**src/rtl/tagged_stream_arbiter.sv**
```systemverilog
// Round-robin arbiter that shares one registered data/id channel among NUM_REQ
// valid/ready requesters. Each grant lasts for a burst of up to MAX_BURST beats.
module tagged_stream_arbiter #(
  parameter int NUM_REQ    = 4,
  parameter int DATA_WIDTH = 8,
  parameter int ID_WIDTH   = 32,
  parameter int MAX_BURST  = 4,
  localparam int SRC_W     = $clog2(NUM_REQ),
  localparam int CNT_W     = $clog2(MAX_BURST + 1)
) (
  input  logic                           clk,
  input  logic                           rst,
  input  logic [NUM_REQ-1:0]             req_valid,
  output logic [NUM_REQ-1:0]             req_ready,
  input  logic [NUM_REQ*DATA_WIDTH-1:0]  req_data,
  input  logic [NUM_REQ*ID_WIDTH-1:0]    req_id,
  output logic                           out_valid,
  input  logic                           out_ready,
  output logic [DATA_WIDTH-1:0]          out_data,
  output logic [ID_WIDTH-1:0]            out_id,
  output logic [SRC_W-1:0]               out_src,
  output logic                           busy
);

  typedef enum logic [0:0] {S_IDLE = 1'b0, S_GRANT = 1'b1} state_t;

  state_t                r_state;
  logic [SRC_W-1:0]      r_owner;
  logic [SRC_W-1:0]      r_last_owner;
  logic [CNT_W-1:0]      r_beat_cnt;
  logic                  r_out_valid;
  logic [DATA_WIDTH-1:0] r_out_data;
  logic [ID_WIDTH-1:0]   r_out_id;
  logic [SRC_W-1:0]      r_out_src;

  logic                  w_found;
  logic [SRC_W-1:0]      w_pick;
  logic [SRC_W-1:0]      w_idx;
  logic                  w_slot_free;
  logic                  w_accept;
  logic [CNT_W-1:0]      w_cnt_next;

  // Round-robin pick: first valid requester after the previous owner, with wrap.
  always_comb begin
    w_found = 1'b0;
    w_pick  = '0;
    w_idx   = '0;
    for (int k = 1; k <= NUM_REQ; k++) begin
      w_idx = SRC_W'((int'(r_last_owner) + k) % NUM_REQ);
      if (!w_found && req_valid[w_idx]) begin
        w_found = 1'b1;
        w_pick  = w_idx;
      end else begin
        w_found = w_found;
      end
    end
  end

  assign w_slot_free = !r_out_valid || out_ready;
  assign w_accept    = (r_state == S_GRANT) && req_valid[r_owner] && w_slot_free;
  assign w_cnt_next  = r_beat_cnt + CNT_W'(1);

  // Only the owner sees ready, and only while the output slot can take a beat.
  always_comb begin
    req_ready = '0;
    if (r_state == S_GRANT) begin
      req_ready[r_owner] = w_slot_free;
    end else begin
      req_ready = '0;
    end
  end

  // Grant FSM together with the single-entry output register.
  always_ff @(posedge clk) begin
    if (rst) begin
      r_state      <= S_IDLE;
      r_owner      <= '0;
      r_last_owner <= SRC_W'(NUM_REQ - 1);
      r_beat_cnt   <= '0;
      r_out_valid  <= 1'b0;
      r_out_data   <= '0;
      r_out_id     <= '0;
      r_out_src    <= '0;
    end else begin
      case (r_state)
        S_IDLE: begin
          if (w_found) begin
            r_owner    <= w_pick;
            r_beat_cnt <= '0;
            r_state    <= S_GRANT;
          end
        end
        S_GRANT: begin
          if (w_accept) begin
            r_beat_cnt <= w_cnt_next;
          end
          // A dropped valid forfeits the rest of the burst, even while stalled.
          if (!req_valid[r_owner] || (w_accept && (w_cnt_next == CNT_W'(MAX_BURST)))) begin
            r_state      <= S_IDLE;
            r_last_owner <= r_owner;
          end
        end
        default: r_state <= S_IDLE;
      endcase

      if (w_accept) begin
        r_out_valid <= 1'b1;
        r_out_data  <= req_data[int'(r_owner)*DATA_WIDTH +: DATA_WIDTH];
        r_out_id    <= req_id[int'(r_owner)*ID_WIDTH +: ID_WIDTH];
        r_out_src   <= r_owner;
      end else if (out_ready) begin
        r_out_valid <= 1'b0;
      end
    end
  end

  assign out_valid = r_out_valid;
  assign out_data  = r_out_data;
  assign out_id    = r_out_id;
  assign out_src   = r_out_src;
  assign busy      = (r_state == S_GRANT);

endmodule

```
**config.mk**
```make
export PLATFORM = sky130hd
export DESIGN_NAME = tagged_stream_arbiter
export DESIGN_NICKNAME = d
export VERILOG_FILES = /design/src/rtl/tagged_stream_arbiter.sv
export SDC_FILE = /design/constraint.sdc
export NUM_CORES = 1
export LEC_CHECK = 0
export CELL_PAD_IN_SITES_DETAIL_PLACEMENT = 0
export CELL_PAD_IN_SITES_GLOBAL_PLACEMENT = 1
export CORE_MARGIN = 3
export CORE_UTILIZATION = 22
export DETAILED_ROUTE_END_ITERATION = 10
export PLACE_DENSITY_LB_ADDON = 0.1
export SYNTH_ARGS = -nofsm -noshare
export SYNTH_HDL_FRONTEND = slang
export SYNTH_SLANG_ARGS = --single-unit
```
**constraint.sdc**
```tcl
create_clock -name clk -period 1.5 [get_ports clk]
set_input_delay 0.15 -clock clk [delete_from_list [all_inputs] [get_ports clk]]
set_output_delay 0.15 -clock clk [all_outputs]
set_load 0.1 [all_outputs]
```
# Word-level counts from Yosys, hierarchy flattened
# Index checks and enable logic that the tools add are counted.
[op_classes]
add_sub_neg = 5
magnitude_cmp = 6
eq_ne = 3
n_shift = 2
muxes = 29
bitwise_logic = 2
reduce_logical = 18
[ops]
columns = ["operator", "n"]
rows = [
  ["$shiftx 128x8->32", 1],
  ["$shiftx 32x6->8", 1],
  ["$lt 2x3->1 const B", 5],
  ["$mux 1", 14],
  ["$bmux 1 s2", 5],
  ["$mux 2", 4],
  ["$logic_and 1x1->1", 7],
  ["$mux 3", 2],
  ["$pmux 3 s2", 1],
  ["$reduce_and 2->1", 3],
  ["$logic_not 1->1", 5],
  ["$add 2x1->2 const B", 2],
  ["$add 2x2->2 const B", 2],
  ["$and 4x4->4", 1],
  ["$mux 4", 1],
  ["$add 3x1->3 const B", 1],
  ["$eq 3x3->1 const B", 1],
  ["$demux 1 s2", 1],
  ["$ge 2x1->1 const B", 1],
  ["$logic_or 1x1->1", 2],
  ["$ne 2x1->1 const B", 1],
  ["$ne 2x2->1 const B", 1],
  ["$pmux 1 s2", 1],
  ["$reduce_bool 2->1", 1],
  ["$not 1->1", 1],
]
[word_totals]
reg_bits = 51
in_bits = 167
output_inout_bits = 48
wordCells = 73

# Logic depth before layout (Yosys ltp)
# Gate-level depths: netlist (run 1).
[logic_depth]
depth_word = 15
ltp_mapped = 7
mapped_depth_nobuf = 5

# Least setup slack after synthesis (run 1)
# Ideal clock, no wire load.
[synth_path]
path_kind = "register -> output"
start = "register r_state, in the netlist busy"
end = "output req_ready[0]"
t_arrival_ns = 3.750
t_required_ns = 1.350
slack_ns = -2.400
path_stages_with_launch = 4
n_path_buf = 1
cell_sequence = "dfxtp_1 clkbuf_1 and2_1 nor3b_1"
[synth_between]
elab_chain_cells = 1
[synth_lines]
columns = ["item", "line", "rtl"]
rows = [
  ["from (decl)", "27", "state_t r_state;"],
  ["from (signal assigned)", "76", "r_state <= S_IDLE;"],
  ["from (signal assigned)", "90", "r_state <= S_GRANT;"],
  ["from (signal assigned)", "99", "r_state <= S_IDLE;"],
  ["$mux 4", "66", "if (r_state == S_GRANT) begin"],
  ["to (decl)", "14", "output logic [NUM_REQ-1:0] req_ready,"],
]
# No other way between the ends.

# Worst setup path after layout (run 1)
[layout_path]
start = "register r_owner[1]"
end = "register r_beat_cnt[2]"
[layout_between]
elab_chain_cells = 6
[layout_lines]
columns = ["item", "line", "rtl"]
rows = [
  ["from (decl)", "28", "logic [SRC_W-1:0] r_owner;"],
  ["from (signal assigned)", "88", "r_owner <= w_pick;"],
  ["$bmux 1 s2", "60", "assign w_accept = (r_state == S_GRANT) && req_valid[r_owner] && w_slot_free;"],
  ["$mux 1 (implied by the code)", "60", ""],
  ["$logic_and 1x1->1 (2 in a row)", "60", ""],
  ["$ne 2x1->1 (no line)", "--", ""],
  ["$reduce_and 2->1 (no line)", "--", ""],
  ["to (signal assigned)", "95", "r_beat_cnt <= w_cnt_next;"],
  ["to (decl)", "30", "logic [CNT_W-1:0] r_beat_cnt;"],
]
# No other way between the ends. The select of a mux whose other input is x is not followed.
# A chain may end at the register's enable or synchronous reset.

==> impl_metrics.csv, run 1 <==
group,metric,value,unit
run_status,status,"finished with violations",
run_status,violations,"setup timing",
grt,grt_max_degree,28,
clocking,clk_latency,0.29,ns
critical_path,crit_required,1.66,ns
grt,grt_pass1_wl,16460,um
timing,fin_crit_sh,1.048,
routing,vias,3216,
floorplanning,core-area,13350,um^2
routing,viasPerCell,4.562,
clocking,cts_buffers,5,
cells_and_area,layout-drive-gt1-share,0.3100,
timing,finalWorstSetupSlack,-0.07126,ns
cells_and_area,final_common_cell,"clkdlybuf4s50_1",
power_and_ir_drop,internal_power,3514,uW
synthesis,synth_top_family_by_area,"multiplexers",
synthesis,synth-compound-area-share,0.1164,
synthesis,yosysWarnings,0,
routing,drc,0,
clocking,cts_hold_buffers,0,
place,dp_slack,-0.3412,ns
power_and_ir_drop,power_density,871.6,nW/um^2
floorplanning,io_pins,215,
cells_and_area,synthToLayoutAreaGrowth,109.9,%
hold_path,hold_path_depth,2,
power_and_ir_drop,swShare,0.3664,
timing,finalHoldViolCount,0,
power_and_ir_drop,leakagePower,0.002285,uW
synthesis,synth_seq_cells,51,
cells_and_area,final_nets,698,
power_and_ir_drop,ir_drop,0.4501,mV
timing,setup_viol,44,
routing,wl_per_cell,16.17,um
hold_path,hold_path_class,"in -> reg",
critical_path,crit_type,"reg -> reg",
timing,tns,-1.977,ns
critical_path,r2r-end,"r_beat_cnt[2]",
cells_and_area,n_fill_cell,1283,
floorplanning,rows,42,
grt,grtUsageTotal,0.1375,
synthesis,synth_area_per_cell,9.907,um^2
clocking,cts.clk_slew.worst_paths,0.07,ns
grt,first_global_vias,3301,
timing,skew,0.01065,ns
hold_path,hold_end,"out_id[23]",
grt,antenna_found_initial,0,
routing,first_iter_violations,106,
synthesis,ys_types,32,
flow_run,maxCapViolations,0,
floorplanning,die_y,123.4,um
grt,grt.overflow.total,0,
critical_path,reg2reg_depth,5,
clocking,cts_tree,"built",
timing,slew_viol_final,0,
timing,min_period,1.571,ns
power_and_ir_drop,combinationalPowerShare,0.517,
synthesis,synth_top_cell_by_area,"dfxtp_1",
timing,fmax,636.4,MHz
hold_path,hp-start,"rst",
place,hpwl,8654,um
critical_path,start_kind,"flop",
power_and_ir_drop,p_sw,2032,uW
synthesis,synth.area.mux_share,0.3112,
synthesis,netlist_area,3032,um^2
synthesis,seq_area_frac_synth,0.3368,
routing,drtPass1Iterations,5,
critical_path,rrSetupSlack,-0.07,ns
clocking,cts_sinks,51,
synthesis,synth_nets,475,
floorplanning,die_area,15230,um^2
cells_and_area,final_cell_mix,"clkdlybuf4s50_1 (164), nand2_1 (76), buf_12 (58)",
critical_path,r2r_start,"r_owner[1]",
power_and_ir_drop,seqPwrFrac,0.288,
critical_path,worst_setup_path_end_kind,"flop",
synthesis,synth.area.top_cells,"dfxtp_1 (34%), mux4_2 (30%), nand2_1 (11%)",
clocking,htreeDepth,2,
timing,tightest_slew,0.3689,ns
timing,rsz0062_at_grt,"yes",
cells_and_area,final_util,0.4767,
place,gp_congestion,0.7307,
synthesis,yosys.area.top_type_share,0.3368,
cells_and_area,num_antenna_cells,0,
place,numPortBuffers,214,
critical_path,worstPathArrival,1.73,ns
synthesis,syn-instance-count,306,
clocking,root_buffer,"clkbuf_16",
timing,relSlewSlack,0.7540,
synthesis,synthSimpleGateAreaFrac,0.1556,
synthesis,synthAdderAreaFrac,0.008254,
critical_path,critPathMaxFanout,7,
routing,antenna_left,0,
synthesis,synthXorXnorAreaFrac,0,
routing,routed_wl,11400,um
floorplanning,die_w,123.4,um
floorplanning,start_util,0.2271,
power_and_ir_drop,p_clk_frac,0.195,
clocking,clk_path_buf_depth,2,
Yosys cell counts:
library cell and count:
inv_1 4, a221o_1 1, a22o_1 1, o221ai_1 2, or2_2 2, nand2b_1 4, clkbuf_1 10, buf_1 2
and2_1 1, nor4_1 1, nand3_2 1, a311oi_1 1, a311o_1 1, nand2_1 91, a221oi_1 2, a32oi_1 1
mux2i_1 2, nor3b_1 1, buf_6 10, a21o_1 1, and3_1 3, buf_2 6, a31oi_1 1, dfxtp_1 51
nor2_1 5, ha_1 2, nand3_1 5, o22ai_1 2, mux4_2 41, a21oi_1 47, buf_4 2, o21ai_0 2
area by class of cell:
type / count / area (um^2) / area share
Timing Repair Buffer: 246 / 3045 / 0.4787
Multi-Input combinational cell: 221 / 1916 / 0.3011
Sequential cell: 51 / 1033 / 0.1624
Tap cell: 176 / 220.2 / 0.03461
Clock buffer: 7 / 132.6 / 0.02085
Inverter: 4 / 15.01 / 0.002360
what timing repair did:
item,CTS,global route
gates cloned,1,3
buffers inserted,4,3
pin swaps,2,2
resized for setup,11,21
endpoints found under the setup margin,47,49
endpoints found under the hold margin,0,0
metrics by stage:
| step | power (uW) | cells | hold slack, ns | area, um^2 |
|---|---|---|---|---|
| after floorplan | 3178 | 306 | 0.3417 | 3087 |
| after global placement | 4330 | 687 | 0.4533 | 5969 |
| after detailed placement | 4345 | 687 | 0.4704 | 5969 |
| after CTS | 5536 | 699 | 0.2604 | 6206 |
| after global routing | 5821 | 705 | 0.2839 | 6362 |
| final | 5546 | 705 | 0.2592 | 6362 |
layer usage:
| layer | up-vias | global-route usage | wire length (um) |
|---|---|---|---|
| li1 | 1556 | - | - |
| met1 | 1524 | 0.1535 | 4374 |
| met2 | 132 | 0.2593 | 6056 |
| met3 | 4 | 0.03660 | 924 |
| met4 | 0 | 0.03114 | 48 |
| met5 | - | 0 | 0 |
cells by family (layout without fill, tap and decap cells):
family / count (synthesis) / count (layout)
multiplexers: 43 / 43
adder cells (fa/ha/maj): 2 / 2
AO/OA/AOI/OAI: 62 / 62
AND/OR/NAND/NOR: 114 / 114
flip-flops: 51 / 51
buffers and inverters: 34 / 257
flip-flops by register name (all words and copies together), names as in the netlist:
register and count:
out_id 32, out_data 8, r_beat_cnt 3, out_src 2
r_last_owner 2, r_owner 2, busy 1, out_valid 1
power groups by stage:
stage	Combinational [uW]	Clock [uW]	Sequential [uW]
6_report	2870	1080	1600
5_1_grt	3020	1180	1620
4_1_cts	2800	1130	1610
3_5_place_dp	2710	0	1640
3_3_place_gp	2700	0	1630
2_1_floorplan	913	0	2270
worst max path at each step:
stage	from	to	slack, ns	depth (start not counted)
2_1_floorplan	busy	req_ready[0]	-0.39	3
3_3_place_gp	req_valid[3]	r_beat_cnt[0]	-0.31	6
3_5_place_dp	req_valid[3]	r_beat_cnt[2]	-0.34	6
4_1_cts	r_owner[1]	r_beat_cnt[2]	-0.05	5
5_1_grt	r_owner[1]	out_id[18]	-0.13	5
6_report	r_owner[1]	r_beat_cnt[2]	-0.07	5
worst max-delay path, stage by stage, from the launching register on:
cell and delay, ns:
dfxtp_2 0.35, mux4_2 0.55, and3_4 0.25, clkbuf_16 0.18, nand2b_1 0.07, a21oi_1 0.05
Note: power is estimated with default switching activity, not from simulation.
==> run 2, diff against run 1 <==
--- a/config.mk
+++ b/config.mk
@@ -7,6 +7,7 @@
 export LEC_CHECK = 0
 export CELL_PAD_IN_SITES_DETAIL_PLACEMENT = 0
 export CELL_PAD_IN_SITES_GLOBAL_PLACEMENT = 1
+export CORE_ASPECT_RATIO = 1.4
 export CORE_MARGIN = 3
 export CORE_UTILIZATION = 22
 export DETAILED_ROUTE_END_ITERATION = 10
==> impl_metrics.csv, run 2 (same netlist as run 1, synthesis figures left out) <==
group,metric,value,unit
grt,grtUsageTotal,0.1369,
timing,rsz0062_at_grt,"yes",
power_and_ir_drop,p_clk_frac,0.232,
grt,grt_max_degree,29,
grt,grt.overflow.total,0,
clocking,htreeDepth,2,
cells_and_area,synthToLayoutAreaGrowth,110.5,%
clocking,clk_path_buf_depth,2,
power_and_ir_drop,leakagePower,0.002280,uW
routing,wl_per_cell,15.57,um
floorplanning,io_pins,215,
cells_and_area,largest_reg_flops,32,
cells_and_area,layout-drive-gt1-share,0.3119,
clocking,cts_sinks,51,
power_and_ir_drop,ir_drop,0.5653,mV
routing,drtPass1Iterations,4,
critical_path,crit_required,1.66,ns
floorplanning,core-area,13450,um^2
place,hpwl,8445,um
cells_and_area,final_common_cell,"clkdlybuf4s50_1",
critical_path,start_kind,"flop",
timing,tns,-1.078,ns
floorplanning,start_util,0.2254,
floorplanning,die_area,15240,um^2
timing,setup_viol,45,
timing,fmax,636.3,MHz
routing,drc,0,
critical_path,crit_type,"reg -> reg",
timing,tightest_slew,0.6249,ns
critical_path,reg2reg_depth,5,
timing,finalHoldViolCount,0,
timing,skew,0.004546,ns
critical_path,cp-endpoint,"r_beat_cnt[0]",
clocking,cts_tree,"built",
hold_path,hold_path_depth,4,
grt,antenna_found_initial,0,
power_and_ir_drop,seqPwrFrac,0.277,
timing,min_period,1.571,ns
power_and_ir_drop,internal_power,3706,uW
clocking,cts_buffers,5,
cells_and_area,num_antenna_cells,0,
place,gp_congestion,0.7914,
cells_and_area,final_nets,697,
timing,slew_viol_final,0,
critical_path,critPathMaxFanout,22,
place,dp_slack,-0.3481,ns
routing,routed_wl,11070,um
cells_and_area,final_util,0.4745,
critical_path,r2r_start,"r_owner[1]",
routing,vias,3238,
critical_path,crit_start,"r_owner[1]",
power_and_ir_drop,p_sw,2056,uW
floorplanning,die_w,105.2,um
clocking,clk_latency,0.29,ns
timing,finalWorstSetupSlack,-0.07149,ns
power_and_ir_drop,swShare,0.3569,
run_status,violations,"setup timing",
timing,fin_crit_sh,1.048,
floorplanning,die_y,144.9,um
routing,first_iter_violations,69,
power_and_ir_drop,power_density,902.8,nW/um^2
clocking,cts.clk_slew.worst_paths,0.07,ns
critical_path,worstPathArrival,1.73,ns
critical_path,r2r-end,"r_beat_cnt[0]",
critical_path,rrSetupSlack,-0.07,ns
grt,first_global_vias,3265,
clocking,root_buffer,"clkbuf_16",
cells_and_area,final_cell_mix,"clkdlybuf4s50_1 (164), nand2_1 (80), buf_12 (57)",
run_status,status,"finished with violations",
timing,relSlewSlack,0.5834,
flow_run,maxCapViolations,0,
routing,antenna_left,0,
hold_path,hold_path_class,"in -> reg",
floorplanning,rows,50,
place,numPortBuffers,214,
grt,grt_pass1_wl,16330,um
power_and_ir_drop,combinationalPowerShare,0.491,
critical_path,worst_setup_path_end_kind,"flop",
routing,viasPerCell,4.554,
## run 2: changes by cell type in the layout (fill, tap and decap cells not counted), moves of 3 or more
cell / change
a21oi_2: +3
nand2_1: +4
nand2_4: -3
a21oi_1: -3
## run 2: per-stage QoR
step	area, um^2	instances	hold WS, ns	power, uW
after floorplan	3087	306	0.3417	3178
after global placement	5969	692	0.4549	4313
after detailed placement	5969	692	0.4686	4333
after CTS	6276	709	0.3834	5794
after global routing	6382	711	0.3419	6037
final	6382	711	0.3069	5762
## run 2: power by group through the flow
stage	registers (uW)	clock network (uW)	logic (uW)
2_1_floorplan	2270	0	913
3_3_place_gp	1640	0	2680
3_5_place_dp	1640	0	2690
4_1_cts	1600	1400	2800
5_1_grt	1610	1450	2980
6_report	1600	1340	2830
## run 2: per-layer routing
metal / vias to the layer above / global-route usage / wire, um
li1: 1560 / - / -
met1: 1542 / 0.1386 / 3824
met2: 128 / 0.2628 / 6133
met3: 8 / 0.04882 / 948
met4: 0 / 0.04008 / 167
met5: - / 0 / 0
## run 2: cell type report
| type | instances | area [um^2] |
|---|---|---|
| repair buffers | 245 | 3012 |
| inverters | 4 | 15.01 |
| clock buffers | 8 | 178.9 |
| multi-input cells | 221 | 1916 |
| flip-flops and latches | 51 | 1033 |
| fillers | 1261 | 7068 |
| well taps | 182 | 227.7 |
## run 2: worst min path at each step
stage / from / endpoint / slack (ns)
detailed placement: r_beat_cnt[2] / r_beat_cnt[2] / 0.47
global route: out_ready / out_valid / 0.34
CTS: rst / out_src[1] / 0.38
global placement: r_beat_cnt[2] / r_beat_cnt[2] / 0.45
finish: out_ready / out_valid / 0.31
floorplan: req_valid[2] / r_owner[0] / 0.34
## run 2: critical path, stage by stage, from the launching register on
cell and delay [ns]:
dfxtp_2 0.34, mux4_2 0.56, and3_4 0.22, buf_12 0.16, nand2b_1 0.09, a21oi_2 0.05
## run 2: timing repair
item                                    CTS  global route
resized for setup                        11            21
pin swaps                                 2             2
hold buffers                              0             0
gates cloned                              1             1
buffers inserted                          8             1
endpoints found under the setup margin   48            50
==> run 3, diff against run 2 <==
--- a/config.mk
+++ b/config.mk
@@ -5,6 +5,7 @@
 export SDC_FILE = /design/constraint.sdc
 export NUM_CORES = 1
 export LEC_CHECK = 0
+export CAP_MARGIN = 5
 export CELL_PAD_IN_SITES_DETAIL_PLACEMENT = 0
 export CELL_PAD_IN_SITES_GLOBAL_PLACEMENT = 1
 export CORE_ASPECT_RATIO = 1.4
@@ -12,6 +13,7 @@
 export CORE_UTILIZATION = 22
 export DETAILED_ROUTE_END_ITERATION = 10
 export PLACE_DENSITY_LB_ADDON = 0.1
+export RECOVER_POWER = 100
 export SYNTH_ARGS = -nofsm -noshare
 export SYNTH_HDL_FRONTEND = slang
 export SYNTH_SLANG_ARGS = --single-unit
==> impl_metrics.csv, run 3 (same netlist as run 1, synthesis figures left out) <==
group,metric,value,unit
run_status,status,"finished with violations",
run_status,violations,"setup timing",
critical_path,max_stage_delay,0.56,ns
place,numPortBuffers,214,
timing,min_period,1.576,ns
routing,vias,3238,
timing,slew_viol_final,0,
critical_path,crit_type,"reg -> reg",
flow_run,maxCapViolations,0,
routing,antenna_left,0,
power_and_ir_drop,finalPower,5404,uW
critical_path,cpMaxStageDelayCell,"mux4_2",
clocking,root_buffer,"clkbuf_16",
critical_path,worst_setup_path_end_kind,"flop",
clocking,cts_buffers,5,
floorplanning,die_area,15240,um^2
timing,finalHoldViolCount,0,
place,gp_congestion,0.7914,
cells_and_area,layout-drive-gt1-share,0.3100,
timing,relSlewSlack,0.5835,
timing,rsz0062_at_grt,"yes",
floorplanning,die_w,105.2,um
power_and_ir_drop,power_density,946.0,nW/um^2
floorplanning,rows,50,
grt,first_global_vias,3265,
place,hpwl,8445,um
routing,routed_wl,11160,um
floorplanning,io_pins,215,
timing,fin_crit_sh,1.050,
timing,tightest_slew,0.6248,ns
power_and_ir_drop,ir_drop,0.5602,mV
cells_and_area,final_common_cell,"clkdlybuf4s50_1",
critical_path,rrSetupSlack,-0.08,ns
clocking,clk_latency,0.29,ns
timing,hold_ws,0.3048,ns
clocking,cts_sinks,51,
hold_path,hold_path_class,"in -> reg",
grt,grt.overflow.total,0,
critical_path,crit_chain,"mux4_2, and3_4, buf_12, nand2b_1, a21oi_2",
floorplanning,start_util,0.2254,
routing,viasPerCell,4.554,
clocking,cts_tree,"built",
grt,grt_pass1_wl,16330,um
critical_path,crit_required,1.66,ns
timing,finalWorstSetupSlack,-0.07573,ns
cells_and_area,n_fill_cell,1343,
grt,grtUsageTotal,0.1369,
timing,fmax,634.6,MHz
cells_and_area,final_nets,697,
clocking,htreeDepth,2,
grt,antenna_found_initial,0,
cells_and_area,num_antenna_cells,0,
clocking,cts.clk_slew.worst_paths,0.07,ns
clocking,cts_hold_buffers,0,
timing,skew,0.003826,ns
cells_and_area,final_cell_mix,"clkdlybuf4s50_1 (164), nand2_1 (80), dfxtp_1 (47)",
critical_path,reg2reg_depth,5,
grt,grt_max_degree,29,
cells_and_area,fin_area,5713,um^2
cells_and_area,largest_reg_flops,32,
place,dpl_cell_area,5969,um^2
cells_and_area,synthToLayoutAreaGrowth,88.44,%
floorplanning,core-area,13450,um^2
routing,drtPass1Iterations,3,
clocking,clk_path_buf_depth,2,
critical_path,worstPathArrival,1.73,ns
routing,wl_per_cell,15.69,um
critical_path,start_kind,"flop",
cells_and_area,final_util,0.4247,
power_and_ir_drop,leakagePower,0.002115,uW
routing,drc,0,
critical_path,critPathMaxFanout,22,
floorplanning,die_y,144.9,um
routing,first_iter_violations,63,
timing,setup_viol,45,
hold_path,hold_path_depth,4,
## run 3: cell count changes in the layout (fill, tap and decap cells not counted), sizes merged
cell and delta:
buf -44, clkbuf +44
## run 3: per-stage QoR
| stage | std cells | setup WS, ns | TNS (ns) |
|---|---|---|---|
| 2_1_floorplan | 306 | -0.3912 | -2.350 |
| 3_3_place_gp | 692 | -0.3275 | -13.42 |
| 3_5_place_dp | 692 | -0.3481 | -14.46 |
| 4_1_cts | 709 | -0.05526 | -0.5803 |
| 5_1_grt | 711 | -0.1173 | -3.601 |
| 6_report | 711 | -0.07573 | -1.171 |
## run 3: final timing paths
check / from / end
max reg2reg: r_owner[1] / r_beat_cnt[0]
min: out_ready / out_valid
min reg2reg: out_id[0] / out_id[0]
max: r_owner[1] / r_beat_cnt[0]
## run 3: report_power, final
part,switching (uW),internal [uW]
Clock,510,823
Sequential,73.9,1470
Combinational,1420,1110
Total,2000,3400
## run 3: final cells by class
type,instances,area (um^2),share of cell area
tap,182,227.7,0.03986
timing repair buffer,245,2349,0.4111
multi-input combinational,221,1909,0.3342
clock buffer,8,178.9,0.03132
sequential,51,1033,0.1809
inverter,4,15.01,0.002628
## run 3: per-layer routing
metal  share of wire  global-route usage  up-vias
met1            0.35              0.1386     1540
met4           0.019             0.04008        0
met5               0                   0        -
li1                -                   -     1560
met3           0.081             0.04882       11
met2            0.55              0.2628      127
## run 3: what timing repair did
item,CTS,global route
setup buffers,8,1
gates resized for setup,11,21
pin swaps,2,2
setup endpoints to repair,48,50
endpoints found under the hold margin,0,0
gates cloned,1,1
## run 3: worst max-delay path, delay by kind of cell, from the launching register on
family                 cells  cell delay, ns
AO/OA/AOI/OAI              1            0.05
buffers and inverters      1            0.16
flip-flops                 1            0.34
multiplexers               1            0.56
AND/OR/NAND/NOR            2            0.31
